[config.mk]
export PLATFORM = sky130hd
export DESIGN_NAME = spike_rate_decoder
export DESIGN_NICKNAME = d
export VERILOG_FILES = /design/src/rtl/spike_rate_decoder.sv
export SDC_FILE = /design/constraint.sdc
export NUM_CORES = 1
export LEC_CHECK = 0
export ABC_AREA = 1
export CAP_MARGIN = 10
export CORE_ASPECT_RATIO = 2
export CORE_MARGIN = 3
export CORE_UTILIZATION = 57
export DETAILED_ROUTE_END_ITERATION = 12
export GPL_TIMING_DRIVEN = 0
export PLACE_DENSITY = 0.82
export SYNTH_ARGS = -nofsm -noshare
export SYNTH_HDL_FRONTEND = slang
export SYNTH_SLANG_ARGS = --single-unit
[constraint.sdc]
create_clock -name clk -period 2.65 [get_ports clk]
set_input_delay 0.795 -clock clk [delete_from_list [all_inputs] [get_ports clk]]
set_output_delay 0.795 -clock clk [all_outputs]
set_load 0.01 [all_outputs]
[src/rtl/spike_rate_decoder.sv]
// Decodes a 1-bit spike train into a windowed spike count (rate code) and the
// interval between the two most recent spike events (temporal code).
module spike_rate_decoder #(
    parameter int CNT_W = 8,
    parameter int WIN_W = 16,
    parameter int ISI_W = 16
) (
    input  logic             clk,
    input  logic             rst_n,
    input  logic             ena,
    input  logic             clear,
    input  logic             spike,
    input  logic [WIN_W-1:0] win_len,
    output logic [CNT_W-1:0] rate,
    output logic             rate_valid,
    output logic [ISI_W-1:0] isi,
    output logic             isi_valid
);

    localparam logic [0:0] IDLE = 1'b0;
    localparam logic [0:0] RUN  = 1'b1;

    localparam logic [CNT_W-1:0] CNT_MAX = {CNT_W{1'b1}};
    localparam logic [ISI_W-1:0] ISI_MAX = {ISI_W{1'b1}};

    logic [0:0]       state;
    logic             spike_d;
    logic             have_prev;
    logic [WIN_W-1:0] len_q;
    logic [WIN_W-1:0] win_cnt;
    logic [CNT_W-1:0] spk_cnt;
    logic [ISI_W-1:0] timer;

    logic             spike_evt;
    logic             win_end;
    logic [WIN_W-1:0] win_len_eff;
    logic [CNT_W-1:0] spk_next;
    logic [ISI_W-1:0] timer_next;

    // A held-high spike line is a single event: only the rising edge counts.
    assign spike_evt   = spike & ~spike_d;
    assign win_len_eff = (win_len == '0) ? WIN_W'(1) : win_len;
    assign win_end     = (win_cnt == len_q - WIN_W'(1));
    assign spk_next    = (spk_cnt == CNT_MAX) ? CNT_MAX
                                              : spk_cnt + CNT_W'(spike_evt);
    assign timer_next  = (timer == ISI_MAX) ? ISI_MAX : timer + ISI_W'(1);

    // NOTE: every register here is written with <= so all of them sample the
    // pre-edge values; a blocking assignment would let later lines see new state.
    always_ff @(posedge clk) begin
        if (!rst_n) begin
            state      <= IDLE;
            spike_d    <= 1'b0;
            have_prev  <= 1'b0;
            len_q      <= '0;
            win_cnt    <= '0;
            spk_cnt    <= '0;
            timer      <= '0;
            rate       <= '0;
            rate_valid <= 1'b0;
            isi        <= '0;
            isi_valid  <= 1'b0;
        end else begin
            spike_d <= spike;

            if (clear) begin
                // State is kept so a running decoder opens a fresh window next cycle.
                rate       <= '0;
                rate_valid <= 1'b0;
                isi        <= '0;
                isi_valid  <= 1'b0;
                spk_cnt    <= '0;
                win_cnt    <= '0;
                timer      <= '0;
                have_prev  <= 1'b0;
                len_q      <= win_len_eff;
            end else if (!ena) begin
                state      <= IDLE;
                win_cnt    <= '0;
                spk_cnt    <= '0;
                timer      <= '0;
                have_prev  <= 1'b0;
                rate_valid <= 1'b0;
                isi_valid  <= 1'b0;
            end else if (state == IDLE) begin
                state      <= RUN;
                win_cnt    <= '0;
                len_q      <= win_len_eff;
                rate_valid <= 1'b0;
                isi_valid  <= 1'b0;
            end else begin
                rate_valid <= 1'b0;
                isi_valid  <= 1'b0;

                // An event on the closing cycle belongs to the closing window.
                if (win_end) begin
                    rate       <= spk_next;
                    rate_valid <= 1'b1;
                    spk_cnt    <= '0;
                    win_cnt    <= '0;
                    len_q      <= win_len_eff;
                end else begin
                    spk_cnt    <= spk_next;
                    win_cnt    <= win_cnt + WIN_W'(1);
                end

                if (spike_evt) begin
                    timer     <= ISI_W'(1);
                    have_prev <= 1'b1;
                    if (have_prev) begin
                        isi       <= timer;
                        isi_valid <= 1'b1;
                    end
                end else begin
                    timer <= timer_next;
                end
            end
        end
    end

endmodule
==> results.ini, run 1 <==
[yosys]
ys.warnings.count = 0
ys_seq_area_share_pct = 38.11
synth_ff_type = dfxtp_1
synth_top_cells_by_area = dfxtp_1, nand2_1, nor2_1, inv_1, o21ai_0
synth_edf_count = 0
synth_most_common_cell = nand2_1
yosys-top-cells-count = nand2_1, dfxtp_1, nor2_1
synth_area_leader_cell = dfxtp_1
ys_types = 43
synthArstFlopShare_pct = 0
syn-instance-count = 629
netlist_area_sq_um = 4466
synth_top_area_share_pct = 38.11
synth_nets = 655
avgSynthCellArea_sq_um = 7.099
ys_ff_latch = 85

[routing]
wl_per_cell_um = 14.80
avgViaCountPerCell = 5.512
drc_errors = 0
ant_nets = 0
wirelength_um = 11620
drt-initial-drc-count = 284
vias = 4327
dr.pass1.iters = 5

[floorplanning]
dieArea_sq_um = 8997
rows = 45
io-pin-count = 47
die_h_um = 131.2
start_util_pct = 58.75
die_w_um = 68.59
core_sq_um = 7601

[setup_path]
crit_chain = clkdlybuf4s50_1, inv_1, nor2_1, nand2_1, nor3_4, clkbuf_1, o21ai_0, nor2_1
rr_endpoint = timer[4]
crit_path_end_kind = flip-flop
r2r-start = timer[0]
crit_arrival_ns = 2.77
cp_slowest_stage_delay_ns = 0.51
rrSetupSlack_ns = 0.25
cp.required_ns = 2.92
path_class = in2reg
setup.worst_path.start_class = primary input
path_delay_family = buffers and inverters
worst-path-buf-inv = 3
worst_path_most_repeated_cell = nor2_1
r2r_cells = 10
slowest_stage = clkdlybuf4s50_1
path_max_fanout = 10

[sta]
worst_pin_slew_ns = 0.8730
hold_slack_ns = 0.4699
hold_viol_final = 0
clock_skew_ns = 0.005026
slew_violations = 0
fmax_ghz = 0.3999
rsz0062_at_grt = true
finalCritPeriodShare_pct = 94.37
setup_violations = 0
slew_headroom_pct = 41.32
finalCriticalPeriod_ns = 2.501

[pwr]
cellLeakagePower_nw = 2.272
cellPowerDensity_nw_per_um2 = 550.9
ir_worst_vdd_mv = 0.3182

[place]
dp_hpwl_um = 8871
io_buffers = 46
dp.cells = 769
routabilityCongestion = 0.9398
dpl_cell_area_sq_um = 5044

[global_routing]
grt_pass1_wl_um = 19220
track_usage_pct = 27.95
grt.overflow.total = 0
antenna_found_initial = 0
grt_pass1_vias = 4384
grt_max_degree = 13

[clock_tree]
clk_latency_ns = 0.34
cts_root_buf = clkbuf_16
clock-sinks = 85
clk_pin_slew_worst_paths_ns = 0.06
cts_buffer_depth = 2
cts_tree = built
htree_levels = 3
numCtsBuffers = 9

[status]
status = finished, final reports clean

[final_layout]
fin_cells = 785
syn2layout_area_growth_pct = 21.35
finish.net_count = 715
fin_area_sq_um = 5419
drive_gt1_share_pct = 8.538
antenna_cells = 0

[min_path]
hold_start = timer[15]
hp-class = reg2reg
hold_path_end = timer[15]
holdPathStages = 2

[run]
cap_violations = 0

==> layout by cell type (no fill, tap or decap), types with 10 or more instances in the layout <==
| cell type | synthesis | routed |
|---|---|---|
| nand2_1 | 136 | 136 |
| dfxtp_1 | 85 | 85 |
| nor2_1 | 80 | 79 |
| inv_1 | 60 | 60 |
| clkdlybuf4s50_1 | 0 | 45 |
| o21ai_0 | 39 | 39 |
| nand3_1 | 37 | 37 |
| xor2_1 | 22 | 22 |
| a21oi_1 | 18 | 18 |
| nor3_1 | 19 | 17 |
| xnor2_1 | 16 | 16 |
| o31ai_1 | 12 | 12 |
| clkbuf_1 | 9 | 10 |
==> power breakdown <==
group | total [mW] | internal, mW | switching [mW]
combinational | 0.343 | 0.130 | 0.212
clock | 1.32 | 0.835 | 0.480
sequential | 1.33 | 1.30 | 0.0263
total | 2.99 | 2.27 | 0.719
==> layer usage <==
metal  routed length (um)  up-vias  share of wire [%]  GRT usage, %
li1                     -     2159                  -             -
met4                  709        0                6.1         19.82
met2                 6419      133                 55         49.23
met3                  420       53                3.6         6.501
met5                    0        -                  0             0
met1                 4072     1982                 35         26.16
==> metrics by stage <==
stage                     total power [mW]  utilization, %  setup slack [ns]   TNS, ns
final                                2.986           71.29            0.1491         0
after global routing                 3.109           71.29          -0.02052  -0.02052
after CTS                            2.999           70.75           0.06571         0
after detailed placement             1.686           66.35           -0.9796    -28.46
after global placement               1.674           66.35           -0.8967    -25.77
after floorplan                      1.587               -            0.5313         0
==> state kept, by name (all words and copies together) (netlist names) <==
register	flops
have_prev	1
win_cnt	16
len_q	16
timer	16
spk_cnt	8
isi_valid	1
rate	8
state	1
isi	16
spike_d	1
rate_valid	1
==> logic make-up after synthesis <==
logic type,synth area share [%]
AOI/OAI and AO/OA,10.90
xor gates and xnor gates,7.817
adders and majority gates,1.401
buffers and inverters,7.089
DFF,38.11
and+or+nand+nor,34.69
==> worst register-to-register path, cell delays in order, from the launching register on <==
cell	delay, ns
dfxtp_1	0.41
ha_1	0.22
nand3_1	0.15
nor3_1	0.35
nand2_1	0.18
nor2_1	0.20
nand2_1	0.14
inv_1	0.14
buf_1	0.33
o21ai_0	0.14
o31ai_1	0.08
==> final cells by class <==
cell class,instances,area (sq um)
fillers,616,2182
flip-flops and latches,85,1702
clock inverters,2,60.06
well taps,94,117.6
inverters,63,241.5
multi-input cells,464,2494
plain buffers,17,80.08
repair buffers,49,481.7
clock buffers,11,242.7
==> worst max path at each step <==
stage | end | slack, ns | start | cells after the start
after floorplan | spk_cnt[0] | 0.53 | rst_n | 8
after global routing | isi[5] | -0.02 | spike | 8
after global placement | spk_cnt[0] | -0.90 | rst_n | 9
after CTS | isi[8] | 0.07 | spike | 8
final | isi[8] | 0.15 | spike | 8
after detailed placement | spk_cnt[0] | -0.98 | rst_n | 9
==> repair_timing <==
action,CTS,global route
setup buffers,0,3
hold buffers,0,0
gates resized for setup,9,4
endpoints found under the setup margin,39,21
pin swaps,0,1
Power figures use the tool's default switching activity.
==> run 2, diff against run 1 <==
--- a/config.mk
+++ b/config.mk
@@ -10,6 +10,7 @@
 export CORE_ASPECT_RATIO = 2
 export CORE_MARGIN = 3
 export CORE_UTILIZATION = 57
+export CTS_CLUSTER_DIAMETER = 80
 export DETAILED_ROUTE_END_ITERATION = 12
 export GPL_TIMING_DRIVEN = 0
 export PLACE_DENSITY = 0.82
==> results of run 2 <==
No change in the layout: final DEF, timing and power equal those of run 1.
==> run 3, diff against run 2 <==
--- a/config.mk
+++ b/config.mk
@@ -9,11 +9,11 @@
 export CAP_MARGIN = 10
 export CORE_ASPECT_RATIO = 2
 export CORE_MARGIN = 3
-export CORE_UTILIZATION = 57
+export CORE_UTILIZATION = 60
 export CTS_CLUSTER_DIAMETER = 80
 export DETAILED_ROUTE_END_ITERATION = 12
 export GPL_TIMING_DRIVEN = 0
-export PLACE_DENSITY = 0.82
+export PLACE_DENSITY = 0.86
 export SYNTH_ARGS = -nofsm -noshare
 export SYNTH_HDL_FRONTEND = slang
 export SYNTH_SLANG_ARGS = --single-unit
==> constraint.sdc (replaced) <==
create_clock -name clk -period 3 [get_ports clk]
set_input_delay 0.9 -clock clk [delete_from_list [all_inputs] [get_ports clk]]
set_output_delay 0.9 -clock clk [all_outputs]
set_load 0.01 [all_outputs]
==> run 3 against run 2 <==
Sequential cell count unchanged. Worst hold slack lost 0.0063 ns. Cell count shrank 0.51%. Sequential power is 12% lower. Utilization is 4.3 points higher. Critical path type unchanged. Wire length grew 4.1%. Highest routed layer unchanged. Global-route usage increased by 1.9 points. Die area fell by 4.7%. Final area is 0.95% lower.
==> results.ini, run 3 (synthesis gave the netlist of run 1 again) <==
[sta]
clock_skew_ns = 0.004467  ; -0.0005585 ns
rsz0062_at_grt = false
hold_viol_final = 0  ; unchanged
worst_pin_slew_ns = 0.8020  ; -0.07092 ns
finalCritPeriodShare_pct = 94.18
slew_violations = 0  ; unchanged
setup_violations = 0  ; unchanged
slew_headroom_pct = 46.09  ; +4.8 points
fmax_ghz = 0.3540
hold_slack_ns = 0.4636  ; -0.006308 ns
finalCriticalPeriod_ns = 2.825

[pwr]
swShare_pct = 25.63  ; +1.5 points
p_clk_share_pct = 42.7  ; -1.4 points
ir_worst_vdd_mv = 0.2885  ; -9.3%
power_frac_comb_pct = 11.8  ; +0.3 points
p_sw_mw = 0.6596  ; -8.3%
cellLeakagePower_nw = 2.241  ; -1.4%
cellPowerDensity_nw_per_um2 = 479.5  ; -13%
internal-power_mw = 1.914  ; -16%
seqPwrFrac_pct = 45.5  ; +1.0 points

[clock_tree]
clk_latency_ns = 0.34  ; about the same
numCtsBuffers = 9  ; unchanged
cts_hold_buf = 0  ; unchanged
clk_pin_slew_worst_paths_ns = 0.06  ; about the same
postCtsSetupBuffers = 0  ; unchanged
htree_levels = 3  ; unchanged
cts_root_buf = clkbuf_16
clock-sinks = 85  ; unchanged
cts_tree = built
cts_buffer_depth = 2  ; unchanged

[setup_path]
worst-path-buf-inv = 5  ; +2
path_max_fanout = 10  ; unchanged
cp.required_ns = 3.27  ; +0.35 ns
r2r-start = timer[0]
path_delay_family = buffers and inverters
crit_chain = clkdlybuf4s50_1, inv_2, nor2_4, inv_1, nor2_4, inv_4, nor2_4, inv_1, o22ai_1
path_class = in2reg
slowest_stage = clkdlybuf4s50_1
crit_path_end_kind = flip-flop
crit_arrival_ns = 3.09  ; +0.32 ns
cp-startpoint = rst_n
cp_slowest_stage_delay_ns = 0.63  ; +0.12 ns
setup.worst_path.start_class = primary input
worst_path_most_repeated_cell = nor2_4

[global_routing]
grt.overflow.total = 0  ; unchanged
grt_pass1_vias = 4325  ; -1.3%
track_usage_pct = 29.83  ; +1.9 points
grt_max_degree = 14  ; +1
antenna_found_initial = 0  ; unchanged
grt_pass1_wl_um = 19280  ; +0.32%

[routing]
avgViaCountPerCell = 5.650  ; +2.5%
drt-initial-drc-count = 338  ; +19%
drc_errors = 0  ; unchanged
wl_per_cell_um = 15.48  ; +4.6%
ant_nets = 0  ; unchanged
dr.pass1.iters = 7  ; +2
wirelength_um = 12090  ; +4.1%
vias = 4413  ; +2.0%

[final_layout]
finalCoreUtilization_pct = 75.58  ; +4.3 points
finish.net_count = 712  ; -0.42%
antenna_cells = 0  ; unchanged
syn2layout_area_growth_pct = 20.20
final_cell_mix = nand2_1, dfxtp_1, nor2_1, inv_1, clkdlybuf4s50_1
drive_gt1_share_pct = 8.104  ; -0.43 points
final_common_cell = nand2_1
fillers = 517  ; -16%

[floorplanning]
core_sq_um = 7102  ; -6.6%
die_h_um = 128.0  ; -2.4%
start_util_pct = 62.88  ; +4.1 points
dieArea_sq_um = 8576  ; -4.7%
io-pin-count = 47  ; unchanged
die_w_um = 67  ; -2.3%
rows = 43  ; -4.4%

[place]
routabilityCongestion = 1.028  ; +9.4%
dp_hpwl_um = 8993  ; +1.4%
io_buffers = 46  ; unchanged

[status]
status = finished, final reports clean

[run]
cap_violations = 0  ; unchanged

[min_path]
hp-class = reg2reg
hold_start = rate[3]

[run 3: per-layer routing]
metal	vias up	share of wire [%]	GRT usage, %
met3	73	5.5	7.281
met2	200	53	54.12
met5	-	0	0
met4	0	8.0	24.52
li1	2153	-	-
met1	1987	33	25.82
[run 3: final timing paths]
check,endpoint,slack [ns],cells after the start
worst max register to register,timer[6],0.47,10
worst min register to register,rate[3],0.46,2
worst max-delay path,spk_cnt[0],0.17,9
worst min-delay path,rate[3],0.46,2
[run 3: power groups by stage]
stage | clock [mW] | sequential, mW | combinational (mW)
after global routing | 1.14 | 1.17 | 0.338
after global placement | 0 | 1.19 | 0.284
after detailed placement | 0 | 1.20 | 0.292
after floorplan | 0 | 1.19 | 0.211
after CTS | 1.10 | 1.17 | 0.298
final | 1.10 | 1.17 | 0.303
[run 3: per-stage QoR]
| stage | TNS, ns | power (mW) | instance area, sq um | setup slack [ns] | instances |
|---|---|---|---|---|---|
| 3_3_place_gp | -14.68 | 1.478 | 5039 | -0.7026 | 765 |
| 4_1_cts | 0 | 2.566 | 5356 | 0.07573 | 781 |
| 3_5_place_dp | -16.46 | 1.487 | 5039 | -0.7517 | 765 |
| 6_report | 0 | 2.574 | 5368 | 0.1747 | 781 |
| 5_1_grt | 0 | 2.656 | 5368 | 0.07635 | 781 |
| 2_1_floorplan | 0 | 1.401 | 4466 | 0.7763 | 629 |
[run 3: repair_timing]
action	in CTS	in global routing
setup endpoints to repair	22	29
cloned	0	0
resized for setup	5	3
[run 3: worst min-delay path: stages (launching register included)]
cell and delay (ns):
dfxtp_1 0.31, nand2_1 0.06, a21oi_1 0.05
[run 3: final cells by class]
type	instances	area, sq um	area share, %
multi-input cells	464	2475	46.11
flip-flops and latches	85	1702	31.70
repair buffers	46	460.4	8.578
clock buffers	14	284.0	5.291
inverters	63	239.0	4.452
well taps	90	112.6	2.098
plain buffers	17	80.08	1.492
clock inverters	2	15.01	0.2797
